==> config.mk <==
export PLATFORM = sky130hd
export DESIGN_NAME = fifo_stream_adapter
export DESIGN_NICKNAME = d
export VERILOG_FILES = /design/src/rtl/fifo_pkg.sv /design/src/rtl/fifo_rd_skid.sv /design/src/rtl/fifo_stream_adapter.sv
export SDC_FILE = /design/constraint.sdc
export NUM_CORES = 1
export LEC_CHECK = 0
export BUFFER_PORTS_ARGS = -buffer_cell sky130_fd_sc_hd__buf_4
export CAP_MARGIN = 30
export CORE_MARGIN = 2
export CORE_UTILIZATION = 50
export DETAILED_ROUTE_END_ITERATION = 10
export PLACE_DENSITY = 0.69
export REMOVE_ABC_BUFFERS = 1
export SYNTH_ARGS = -nofsm -noshare
export SYNTH_HDL_FRONTEND = slang
export SYNTH_SLANG_ARGS = --single-unit
export TNS_END_PERCENT = 10
==> constraint.sdc <==
create_clock -name clk -period 2.83 [get_ports clk]
set_input_delay 0.283 -clock clk [delete_from_list [all_inputs] [get_ports clk]]
set_output_delay 0.283 -clock clk [all_outputs]
set_load 0.02 [all_outputs]
==> src/rtl/fifo_pkg.sv <==
// Shared constants for the fifo block and its read-side stream adapter.
package fifo_pkg;

    localparam int DEF_FIFO_WIDTH = 8;
    localparam int DEF_FIFO_DEPTH = 16;
    localparam int SKID_DEPTH     = 3;
    localparam int RD_LATENCY     = 1;

    typedef logic [1:0] skid_ptr_t;

    // Advance a skid-buffer pointer, wrapping modulo SKID_DEPTH.
    function automatic skid_ptr_t skid_ptr_inc(input skid_ptr_t ptr);
        return (ptr == skid_ptr_t'(SKID_DEPTH - 1)) ? '0 : ptr + 2'd1;
    endfunction

endpackage

==> src/rtl/fifo_rd_skid.sv <==
// Three-entry circular skid buffer that absorbs FIFO read latency and sink back-pressure.
module fifo_rd_skid
    import fifo_pkg::*;
#(
    parameter int WIDTH = DEF_FIFO_WIDTH
) (
    input  logic             clk,
    input  logic             rstN,
    input  logic             push_i,
    input  logic [WIDTH-1:0] push_data_i,
    input  logic             pop_i,
    output logic [1:0]       occ_o,
    output logic [WIDTH-1:0] head_data_o
);

    logic [WIDTH-1:0] mem_q [SKID_DEPTH];
    skid_ptr_t        head_q;
    skid_ptr_t        tail_q;
    logic [1:0]       occ_q;

    // Storage, pointers and occupancy; reset discards everything buffered.
    always_ff @(posedge clk) begin
        if (!rstN) begin
            head_q <= '0;
            tail_q <= '0;
            occ_q  <= '0;
            for (int i = 0; i < SKID_DEPTH; i++) begin
                mem_q[i] <= '0;
            end
        end else begin
            if (push_i) begin
                mem_q[tail_q] <= push_data_i;
                tail_q        <= skid_ptr_inc(tail_q);
            end
            if (pop_i) begin
                head_q <= skid_ptr_inc(head_q);
            end
            case ({push_i, pop_i})
                2'b10:   occ_q <= occ_q + 2'd1;
                2'b01:   occ_q <= occ_q - 2'd1;
                default: occ_q <= occ_q;
            endcase
        end
    end

    assign occ_o       = occ_q;
    assign head_data_o = mem_q[head_q];

endmodule

==> src/rtl/fifo_stream_adapter.sv <==
// Drains the fifo read port into a valid/ready stream with packet framing and a transfer count.
module fifo_stream_adapter
    import fifo_pkg::*;
#(
    parameter int FIFO_WIDTH = DEF_FIFO_WIDTH,
    parameter int PKT_LEN    = 4,
    parameter int CNT_WIDTH  = 16
) (
    input  logic                  clk,
    input  logic                  rstN,
    output logic                  rd_en,
    input  logic [FIFO_WIDTH-1:0] fifo_data,
    input  logic                  fifo_empty,
    output logic                  m_valid,
    input  logic                  m_ready,
    output logic [FIFO_WIDTH-1:0] m_data,
    output logic                  m_last,
    output logic [CNT_WIDTH-1:0]  xfer_cnt
);

    localparam int                BEAT_W    = (PKT_LEN > 1) ? $clog2(PKT_LEN) : 1;
    localparam logic [BEAT_W-1:0] BEAT_LAST = BEAT_W'(PKT_LEN - 1);

    logic                 inflight_q;
    logic                 inflight_d;
    logic [BEAT_W-1:0]    beat_q;
    logic [BEAT_W-1:0]    beat_d;
    logic [CNT_WIDTH-1:0] cnt_q;
    logic [CNT_WIDTH-1:0] cnt_d;
    logic [1:0]           occ;
    logic [2:0]           fill;
    logic                 pop;

    fifo_rd_skid #(
        .WIDTH(FIFO_WIDTH)
    ) u_skid (
        .clk        (clk),
        .rstN       (rstN),
        .push_i     (inflight_q),
        .push_data_i(fifo_data),
        .pop_i      (pop),
        .occ_o      (occ),
        .head_data_o(m_data)
    );

    // Words buffered plus the one possibly in flight must never exceed the skid depth,
    // so a read is issued only while there is guaranteed room for its data.
    assign fill    = {1'b0, occ} + {2'b00, inflight_q};
    assign rd_en   = !fifo_empty && rstN && (fill < 3'(SKID_DEPTH));
    assign m_valid = rstN && (occ != 2'd0);
    assign pop     = m_valid && m_ready;
    assign m_last  = m_valid && (beat_q == BEAT_LAST);
    assign xfer_cnt = cnt_q;

    // Next-state values for the in-flight flag, packet beat and transfer counter.
    always_comb begin
        inflight_d = rd_en;
        beat_d     = beat_q;
        cnt_d      = cnt_q;
        if (pop) begin
            beat_d = (beat_q == BEAT_LAST) ? '0 : beat_q + 1'b1;
            cnt_d  = cnt_q + 1'b1;
        end
    end

    // Register read tracking and framing state; reset drops any word still in flight.
    always_ff @(posedge clk) begin
        if (!rstN) begin
            inflight_q <= 1'b0;
            beat_q     <= '0;
            cnt_q      <= '0;
        end else begin
            inflight_q <= inflight_d;
            beat_q     <= beat_d;
            cnt_q      <= cnt_d;
        end
    end

endmodule

==> results of run 1 <==
==> state kept, by name (all words and copies together), names as in the netlist, named ones only <==
signal	cells
u_skid.mem_q	32
beat_q	2
inflight_q	1
u_skid.tail_q	2
u_skid.occ_o	2
xfer_cnt	16
u_skid.head_q	2
==> final cells by class <==
type	instances	area [sq um]	area share
repair buffers	42	315	0.104
multi-input cells	133	948	0.314
clock buffers	12	135	0.0447
well taps	67	83.8	0.0277
inverters	5	18.8	0.00621
clock inverters	4	18.8	0.00621
flip-flops and latches	59	1500	0.497
==> cells in the mapped netlist (2+ instances only) <==
cell type / count / area share
a2111oi_0: 2 / 0.0070
a21oi_1: 6 / 0.012
and2_1: 25 / 0.063
clkbuf_1: 4 / 0.0060
clkinv_1: 2 / 0.0030
dfxtp_1: 27 / 0.22
edfxtp_1: 32 / 0.38
ha_1: 5 / 0.025
inv_1: 3 / 0.0045
mux2i_1: 3 / 0.012
mux4_2: 8 / 0.072
nand2_1: 14 / 0.021
nand2b_1: 3 / 0.0075
nand3_1: 13 / 0.026
nand4_1: 3 / 0.0075
nor2_1: 15 / 0.023
nor3_1: 4 / 0.0080
nor4_1: 3 / 0.0075
o21ai_0: 6 / 0.012
o31ai_1: 3 / 0.0090
or3_1: 6 / 0.015
xnor2_1: 7 / 0.025
xor2_1: 3 / 0.011
==> cell families after synthesis <==
logic type,synth area share
flops,0.601
simple gates,0.184
xor+xnor,0.0350
buf+inv,0.0200
fa+ha+maj,0.0250
mux,0.0841
compound gates,0.0516
==> per-stage QoR <==
step                hold slack (ns)  cells   util  total power (W)  setup slack (ns)
floorplan                     0.373    197      -          0.00108             0.561
global placement              0.453    306  0.599          0.00115             0.890
detailed placement            0.456    306  0.599          0.00115             0.822
CTS                           0.133    322  0.631          0.00175             0.706
global route                  0.134    322  0.631          0.00182             0.565
finish                        0.143    322  0.631          0.00173             0.725
==> metal layers <==
metal  wire, um  vias up
met5          0        -
met4         42        0
met3        180        5
met2       2150       41
met1       2060      796
li1           -      834
==> power by group through the flow <==
stage	combinational (W)	clock, W	sequential [W]
after global routing	0.000184	0.000663	0.000969
final	0.000168	0.000603	0.000964
after global placement	0.000167	0	0.000982
after CTS	0.000170	0.000621	0.000964
after floorplan	0.000101	0	0.000977
after detailed placement	0.000170	0	0.000983
==> worst max-delay path by stage <==
| stage | end | slack [ns] | cells past startpoint |
|---|---|---|---|
| 2_1_floorplan | rd_en | 0.56 | 3 |
| 3_3_place_gp | u_skid.occ_o[1] | 0.89 | 5 |
| 3_5_place_dp | u_skid.occ_o[1] | 0.82 | 5 |
| 4_1_cts | rd_en | 0.71 | 4 |
| 5_1_grt | rd_en | 0.56 | 4 |
| 6_report | rd_en | 0.73 | 4 |
==> results.sh, run 1 <==
export IMPL_synth_edff_count=32
export IMPL_worstPathCellList="ha_1, ha_1, a2111oi_0, buf_4"
export IMPL_drv_slew=0
export IMPL_clkSinkCount=59
export IMPL_max_slew_margin=0.487
export IMPL_ys_flop_type="edfxtp_1"
export IMPL_crit_path_end_kind="primary output"
export IMPL_final_common_cell="buf_4"
export IMPL_min_period_ns=2.10
export IMPL_cts_root_buf="clkbuf_8"
export IMPL_cts_resized=0
export IMPL_drt_wl_total_mm=4.43
export IMPL_grt_overflow_total=0
export IMPL_hold_end="inflight_q"
export IMPL_synthArstFlopShare=0
export IMPL_holdPathStages=2
export IMPL_cp_top_family="flip-flops"
export IMPL_vias_per_cell=5.20
export IMPL_clockPowerShare=0.348
export IMPL_std_cell_rows=25
export IMPL_vias=1676
export IMPL_fin_nets=267
export IMPL_status="complete, no violations"
export IMPL_startpoint="u_skid.occ_o[0]"
export IMPL_yosysWarnings=0
export IMPL_grt_use_met1=0.240
export IMPL_n_fill_cell=395
export IMPL_grt_pass1_wl_mm=7.25
export IMPL_postCtsSetupBuffers=0
export IMPL_coreArea_sq_um=4790
export IMPL_internal_power_w=0.00133
export IMPL_path_clk_slew_ns=0.06
export IMPL_grt_total_usage=0.177
export IMPL_htreeDepth=3
export IMPL_numPortBuffers=38
export IMPL_finClkSkew_ns=0.00811
export IMPL_antennaDiodeCount=0
export IMPL_r2r_cells=5
export IMPL_power_frac_seq=0.556
export IMPL_ys_seq_area_frac=0.601
export IMPL_crit_type="reg2out"
export IMPL_antenna_found_initial=0
export IMPL_min_from="fifo_empty"
export IMPL_die_area_sq_um=5580
export IMPL_drt_pass1_iter_count=4
export IMPL_crit_arrival_ns=1.82
export IMPL_combinationalPowerShare=0.097
export IMPL_hp_class="in2reg"
export IMPL_met3_usage=0.0562
export IMPL_crit_buf_inv=1
export IMPL_crit_fanout=5
export IMPL_required_ns=2.55
export IMPL_netlist_cell_type_count=30
export IMPL_ys_ff_latch=59
export IMPL_setup_violations_final=0
export IMPL_p_sw_w=0.000407
export IMPL_fp_dieH_um=74.7
export IMPL_cp_slowest_cell="dfxtp_1"
export IMPL_synth_area_per_cell_sq_um=12.3
export IMPL_final_cell_mix="buf_4, edfxtp_1, dfxtp_1"
export IMPL_worstMarginPinSlew_ns=0.767
export IMPL_synthToLayoutAreaGrowth_pct=20.9
export IMPL_critPathMaxStageDelay_ns=0.45
export IMPL_start_util=0.522
export IMPL_design_area_sq_um=3020
export IMPL_leakagePower_nw=1.16
export IMPL_p_per_area_nw_per_um2=574
export IMPL_drtIter0Drc=124
export IMPL_ant_nets=0
export IMPL_syn_area_sq_um=2500
export IMPL_r2r_slack_ns=0.81
export IMPL_grt_max_degree=18
export IMPL_regToRegStartpoint="u_skid.occ_o[1]"
export IMPL_die_w_um=74.7
export IMPL_cpMostUsedCell="ha_1"
export IMPL_ir_drop_mv=0.314
export IMPL_hold_viol_final=0
export IMPL_clkLatencyLatePin_ns=0.32
export IMPL_cts_tree="yes"
export IMPL_r2r_end="u_skid.occ_o[1]"
export IMPL_drt_drc_violations_left=0
export IMPL_grt_pass1_vias=1557
export IMPL_ios=39
export IMPL_hpwl_mm=3.11
export IMPL_postCtsHoldBufs=0
export IMPL_clock_fmax_mhz=475
export IMPL_wire_per_inst_um=13.8
export IMPL_setup_tns_ns=0
export IMPL_drive_above_1_share=0.247
export IMPL_drv_cap=0
export IMPL_syn_inst=204
export IMPL_swShare=0.235
export IMPL_rsz0062_at_grt="false"
export IMPL_cts_buffers=9
export IMPL_cp_start_kind="flip-flop"
export IMPL_gp_congestion=0.756
export IMPL_clk_path_buf_depth=2
export IMPL_dpl_cell_area_sq_um=2870
export IMPL_post_route_period_util=0.744
export IMPL_grt_busiest_layer="met2"
export IMPL_met2_usage=0.270
Power figures use the tool's default switching activity.
==> inputs of run 2 (changes only) <==
==> constraint.sdc (replaced) <==
create_clock -name clk -period 2.2 [get_ports clk]
set_input_delay 0.22 -clock clk [delete_from_list [all_inputs] [get_ports clk]]
set_output_delay 0.22 -clock clk [all_outputs]
set_load 0.02 [all_outputs]
==> run 2 against run 1 <==
  * Flip-flop and latch count unchanged
  * Via count grew 0.60%
  * Combinational power up 39%
  * First-iteration DRC count down 18%
  * Hold slack lost 0.077 ns
  * Sequential power grew 28%
  * Global-route usage up 0.32 points
  * Die area unchanged
  * Sequential share of layout area fell by 0.75 points
  * Clock power rose by 36%
  * Utilization rose by 0.97 points
  * Largest cell class unchanged
==> results.sh, run 2 (synthesized netlist as in run 1, its figures left out) <==
export IMPL_postCtsHoldBufs=0
export IMPL_clk_path_buf_depth=2
export IMPL_drive_above_1_share=0.262
export IMPL_clkLatencyLatePin_ns=0.33
export IMPL_top_register="u_skid.mem_q"
export IMPL_ant_nets=0
export IMPL_std_cell_rows=25
export IMPL_n_fill_cell=402
export IMPL_p_per_area_nw_per_um2=745
export IMPL_crit_path_end_kind="primary output"
export IMPL_final_common_cell="buf_4"
export IMPL_cts_resized=0
export IMPL_numPortBuffers=38
export IMPL_grt_pass1_vias=1531
export IMPL_clkSinkCount=59
export IMPL_crit_arrival_ns=1.83
export IMPL_crit_fanout=5
export IMPL_r2r_cells=5
export IMPL_holdPathStages=2
export IMPL_regToRegStartpoint="u_skid.occ_o[1]"
export IMPL_min_period_ns=2.05
export IMPL_postCtsSetupBuffers=0
export IMPL_largest_reg_flops=32
export IMPL_grt_pass1_wl_mm=7.20
export IMPL_coreArea_sq_um=4790
export IMPL_drv_slew=0
export IMPL_ios=39
export IMPL_clock_fmax_mhz=489
export IMPL_antennaDiodeCount=0
export IMPL_worstMarginPinSlew_ns=0.520
export IMPL_die_w_um=74.7
export IMPL_leakagePower_nw=1.19
export IMPL_setup_tns_ns=0
export IMPL_vias_per_cell=5.16
export IMPL_antenna_found_initial=0
export IMPL_path_clk_slew_ns=0.06
export IMPL_cts_buffers=9
export IMPL_grt_total_usage=0.180
export IMPL_hp_class="in2reg"
export IMPL_vias=1686
export IMPL_drtIter0Drc=102
export IMPL_cp_start_kind="flip-flop"
export IMPL_ir_drop_mv=0.439
export IMPL_drv_cap=0
export IMPL_htreeDepth=3
export IMPL_hold_end="inflight_q"
export IMPL_max_slew_margin=0.652
export IMPL_r2r_end="u_skid.occ_o[1]"
export IMPL_setup_violations_final=0
export IMPL_min_from="fifo_empty"
export IMPL_finClkSkew_ns=0.00492
export IMPL_grt_max_degree=18
export IMPL_r2r_slack_ns=0.40
export IMPL_crit_type="reg2out"
export IMPL_start_util=0.522
export IMPL_fin_nets=272
export IMPL_hpwl_mm=3.12
export IMPL_wire_per_inst_um=13.6
export IMPL_grt_overflow_total=0
export IMPL_rsz0062_at_grt="false"
export IMPL_die_area_sq_um=5580
export IMPL_drt_pass1_iter_count=4
export IMPL_final_cell_mix="buf_4, edfxtp_1, dfxtp_1"
export IMPL_hold_viol_final=0
export IMPL_synthToLayoutAreaGrowth_pct=22.7
export IMPL_hold_slack_ns=0.0659
export IMPL_gp_congestion=0.784
export IMPL_status="complete, no violations"
export IMPL_drt_drc_violations_left=0
export IMPL_required_ns=1.98
export IMPL_drt_wl_total_mm=4.43
export IMPL_cts_tree="yes"
export IMPL_post_route_period_util=0.930
export IMPL_cts_root_buf="clkbuf_8"
export IMPL_fp_dieH_um=74.7
## run 2: cell count changes in the layout (fill, tap and decap cells not counted)
cell      previous run  this run
buf_4               42        47
clkbuf_8             9        10
clkinv_2             3         2
## run 2: worst max-delay path, cell delays in order, from the launching register on
cell and delay (ns):
dfxtp_1 0.46, ha_1 0.20, ha_1 0.23, a2111oi_0 0.40
buf_4 0.21
## run 2: final cells by class
class	instances	area [sq um]	area share
Clock buffer	13	149	0.0485
Clock inverter	3	13.8	0.00449
Inverter	5	18.8	0.00612
Multi-Input combinational cell	133	948	0.309
Sequential cell	59	1500	0.489
Tap cell	67	83.8	0.0273
Timing Repair Buffer	47	353	0.115
## run 2: metal layers
metal | share of wire | vias up | track usage | wire (um)
met2 | 0.47 | 32 | 0.266 | 2070
met5 | 0 | - | 0 | 0
met3 | 0.043 | 11 | 0.0549 | 191
li1 | - | 847 | - | -
met1 | 0.46 | 796 | 0.236 | 2060
met4 | 0.026 | 0 | 0.107 | 117
## run 2: worst max path at each step
stage	startpoint	to	slack [ns]	cells past startpoint
after global routing	u_skid.occ_o[0]	rd_en	0.05	4
after detailed placement	u_skid.occ_o[0]	u_skid.occ_o[1]	0.39	5
after CTS	u_skid.occ_o[0]	rd_en	0.12	4
after floorplan	u_skid.occ_o[0]	rd_en	-0.006	3
after global placement	u_skid.occ_o[0]	u_skid.occ_o[1]	0.45	5
final	u_skid.occ_o[0]	rd_en	0.15	4
## run 2: where the power goes
part / switching [W] / internal (W) / total [W]
logic: 0.000120 / 0.000114 / 0.000234
registers: 0.0000277 / 0.00120 / 0.00123
clock network: 0.000389 / 0.000433 / 0.000822
## run 2: through the flow
stage	setup WS, ns	instances	area (sq um)	util	power (W)
2_1_floorplan	-0.00649	197	2470	-	0.00139
3_3_place_gp	0.455	311	2910	0.607	0.00149
3_5_place_dp	0.386	311	2910	0.607	0.00149
4_1_cts	0.121	327	3070	0.641	0.00231
5_1_grt	0.0547	327	3070	0.641	0.00237
6_report	0.155	327	3070	0.641	0.00228
==> inputs of run 3 (changes only) <==
--- a/config.mk
+++ b/config.mk
@@ -8,9 +8,9 @@
 export BUFFER_PORTS_ARGS = -buffer_cell sky130_fd_sc_hd__buf_4
 export CAP_MARGIN = 30
 export CORE_MARGIN = 2
-export CORE_UTILIZATION = 50
+export CORE_UTILIZATION = 55
 export DETAILED_ROUTE_END_ITERATION = 10
-export PLACE_DENSITY = 0.69
+export PLACE_DENSITY = 0.75
 export REMOVE_ABC_BUFFERS = 1
 export SYNTH_ARGS = -nofsm -noshare
 export SYNTH_HDL_FRONTEND = slang
==> run 3 against run 2 <==
  * First-iteration DRC count is 0.98% higher
  * Clock skew rose by 0.0039 ns
  * Utilization rose by 6.6 points
  * Largest power group unchanged
  * Critical path type unchanged
==> results.sh, run 3 (synthesized netlist as in run 1, its figures left out) <==
export IMPL_status="complete, no violations"
export IMPL_finClkSkew_ns=0.00879
export IMPL_clkLatencyLatePin_ns=0.33
export IMPL_max_slew_margin=0.662
export IMPL_top_register="u_skid.mem_q"
export IMPL_fp_dieH_um=71.4
export IMPL_cts_tree="yes"
export IMPL_start_util=0.574
export IMPL_drtIter0Drc=103
export IMPL_grt_pass1_vias=1639
export IMPL_cp_start_kind="flip-flop"
export IMPL_worstMarginPinSlew_ns=0.506
export IMPL_coreArea_sq_um=4350
export IMPL_path_clk_slew_ns=0.06
export IMPL_drv_cap=0
export IMPL_ios=39
export IMPL_min_period_ns=2.06
export IMPL_crit_buf_inv=1
export IMPL_hp_class="in2reg"
export IMPL_p_per_area_nw_per_um2=788
export IMPL_critPathMaxStageDelay_ns=0.47
export IMPL_grt_overflow_total=0
export IMPL_wire_per_inst_um=15.0
export IMPL_final_cell_mix="buf_4, edfxtp_1, dfxtp_1"
export IMPL_cts_resized=0
export IMPL_crit_arrival_ns=1.84
export IMPL_largest_reg_flops=32
export IMPL_drive_above_1_share=0.263
export IMPL_hold_viol_final=0
export IMPL_clkSinkCount=59
export IMPL_die_w_um=71.4
export IMPL_grt_pass1_wl_mm=7.56
export IMPL_htreeDepth=3
export IMPL_drt_pass1_iter_count=4
export IMPL_crit_type="reg2out"
export IMPL_gp_congestion=0.791
export IMPL_hpwl_mm=3.18
export IMPL_setup_violations_final=0
export IMPL_cpMostUsedCell="ha_1"
export IMPL_synthToLayoutAreaGrowth_pct=23.2
export IMPL_vias=1682
export IMPL_die_area_sq_um=5100
export IMPL_ant_nets=0
export IMPL_setup_tns_ns=0
export IMPL_cp_top_family="flip-flops"
export IMPL_postCtsHoldBufs=0
export IMPL_post_route_period_util=0.937
export IMPL_place_ws_ns=0.388
export IMPL_rsz0062_at_grt="false"
export IMPL_setup_ws_ns=0.139
export IMPL_drv_slew=0
export IMPL_cts_root_buf="clkbuf_8"
export IMPL_vias_per_cell=5.41
export IMPL_cts_buffers=9
export IMPL_clk_path_buf_depth=2
export IMPL_drt_wl_total_mm=4.68
export IMPL_cp_slowest_cell="dfxtp_1"
export IMPL_crit_fanout=5
export IMPL_leakagePower_nw=1.20
export IMPL_crit_path_end_kind="primary output"
export IMPL_fin_nets=271
export IMPL_worstPathCellList="ha_1, ha_1, a2111oi_0, buf_4"
export IMPL_numPortBuffers=38
export IMPL_clock_fmax_mhz=485
export IMPL_postCtsSetupBuffers=0
export IMPL_required_ns=1.98
export IMPL_antenna_found_initial=0
export IMPL_drt_drc_violations_left=0
export IMPL_antennaDiodeCount=0
export IMPL_grt_total_usage=0.200
export IMPL_r2r_slack_ns=0.36
export IMPL_std_cell_rows=24
export IMPL_final_common_cell="buf_4"
export IMPL_grt_max_degree=18
export IMPL_ir_drop_mv=0.559
run 3: cell types whose count changed in the layout (fill, tap and decap cells not counted), sizes merged:
cell,delta
buf,-1
bufinv,+1
clkinv,-1
run 3: final timing paths:
kind,start,end,depth (start not counted)
worst max-delay path,u_skid.occ_o[0],rd_en,4
worst min-delay path,fifo_empty,inflight_q,2
worst max register to register,u_skid.occ_o[0],u_skid.occ_o[1],5
worst min register to register,beat_q[1],beat_q[1],2
run 3: worst reg2reg max path: stages, from the launching register on:
cell and delay, ns:
dfxtp_1 0.38, o211ai_4 0.38, clkinv_1 0.16, ha_1 0.34
or3_1 0.36, a21oi_1 0.15
run 3: report_power, final:
part	leakage, nW	internal (W)	total [W]	switching (W)
combinational	0.562	0.000117	0.000237	0.000119
sequential	0.540	0.00120	0.00124	0.0000336
clock	0.0974	0.000552	0.000954	0.000403
total	1.20	0.00187	0.00243	0.000556
run 3: metal layers:
layer	vias to the layer above	share of wire	global-route usage
met3	5	0.047	0.0492
met2	30	0.47	0.299
met4	0	0.011	0.0881
li1	849	-	-
met1	798	0.47	0.279
met5	-	0	0
run 3: layout make-up:
class                   count  area (sq um)
repair buffers             46           358
multi-input cells         133           948
inverters                   5          18.8
flip-flops and latches     59          1500
clock buffers              13           149
clock inverters             3          40.0
well taps                  52          65.1
fillers                   310          1270
run 3: stage by stage:
| stage | utilization | total power, W | instance area [sq um] | hold WS, ns | cells |
|---|---|---|---|---|---|
| 3_3_place_gp | 0.664 | 0.00149 | 2890 | 0.404 | 295 |
| 5_1_grt | 0.707 | 0.00251 | 3080 | 0.0769 | 311 |
| 2_1_floorplan | - | 0.00139 | 2470 | 0.310 | 197 |
| 4_1_cts | 0.707 | 0.00244 | 3080 | 0.0549 | 311 |
| 3_5_place_dp | 0.664 | 0.00150 | 2890 | 0.408 | 295 |
| 6_report | 0.707 | 0.00243 | 3080 | 0.0663 | 311 |
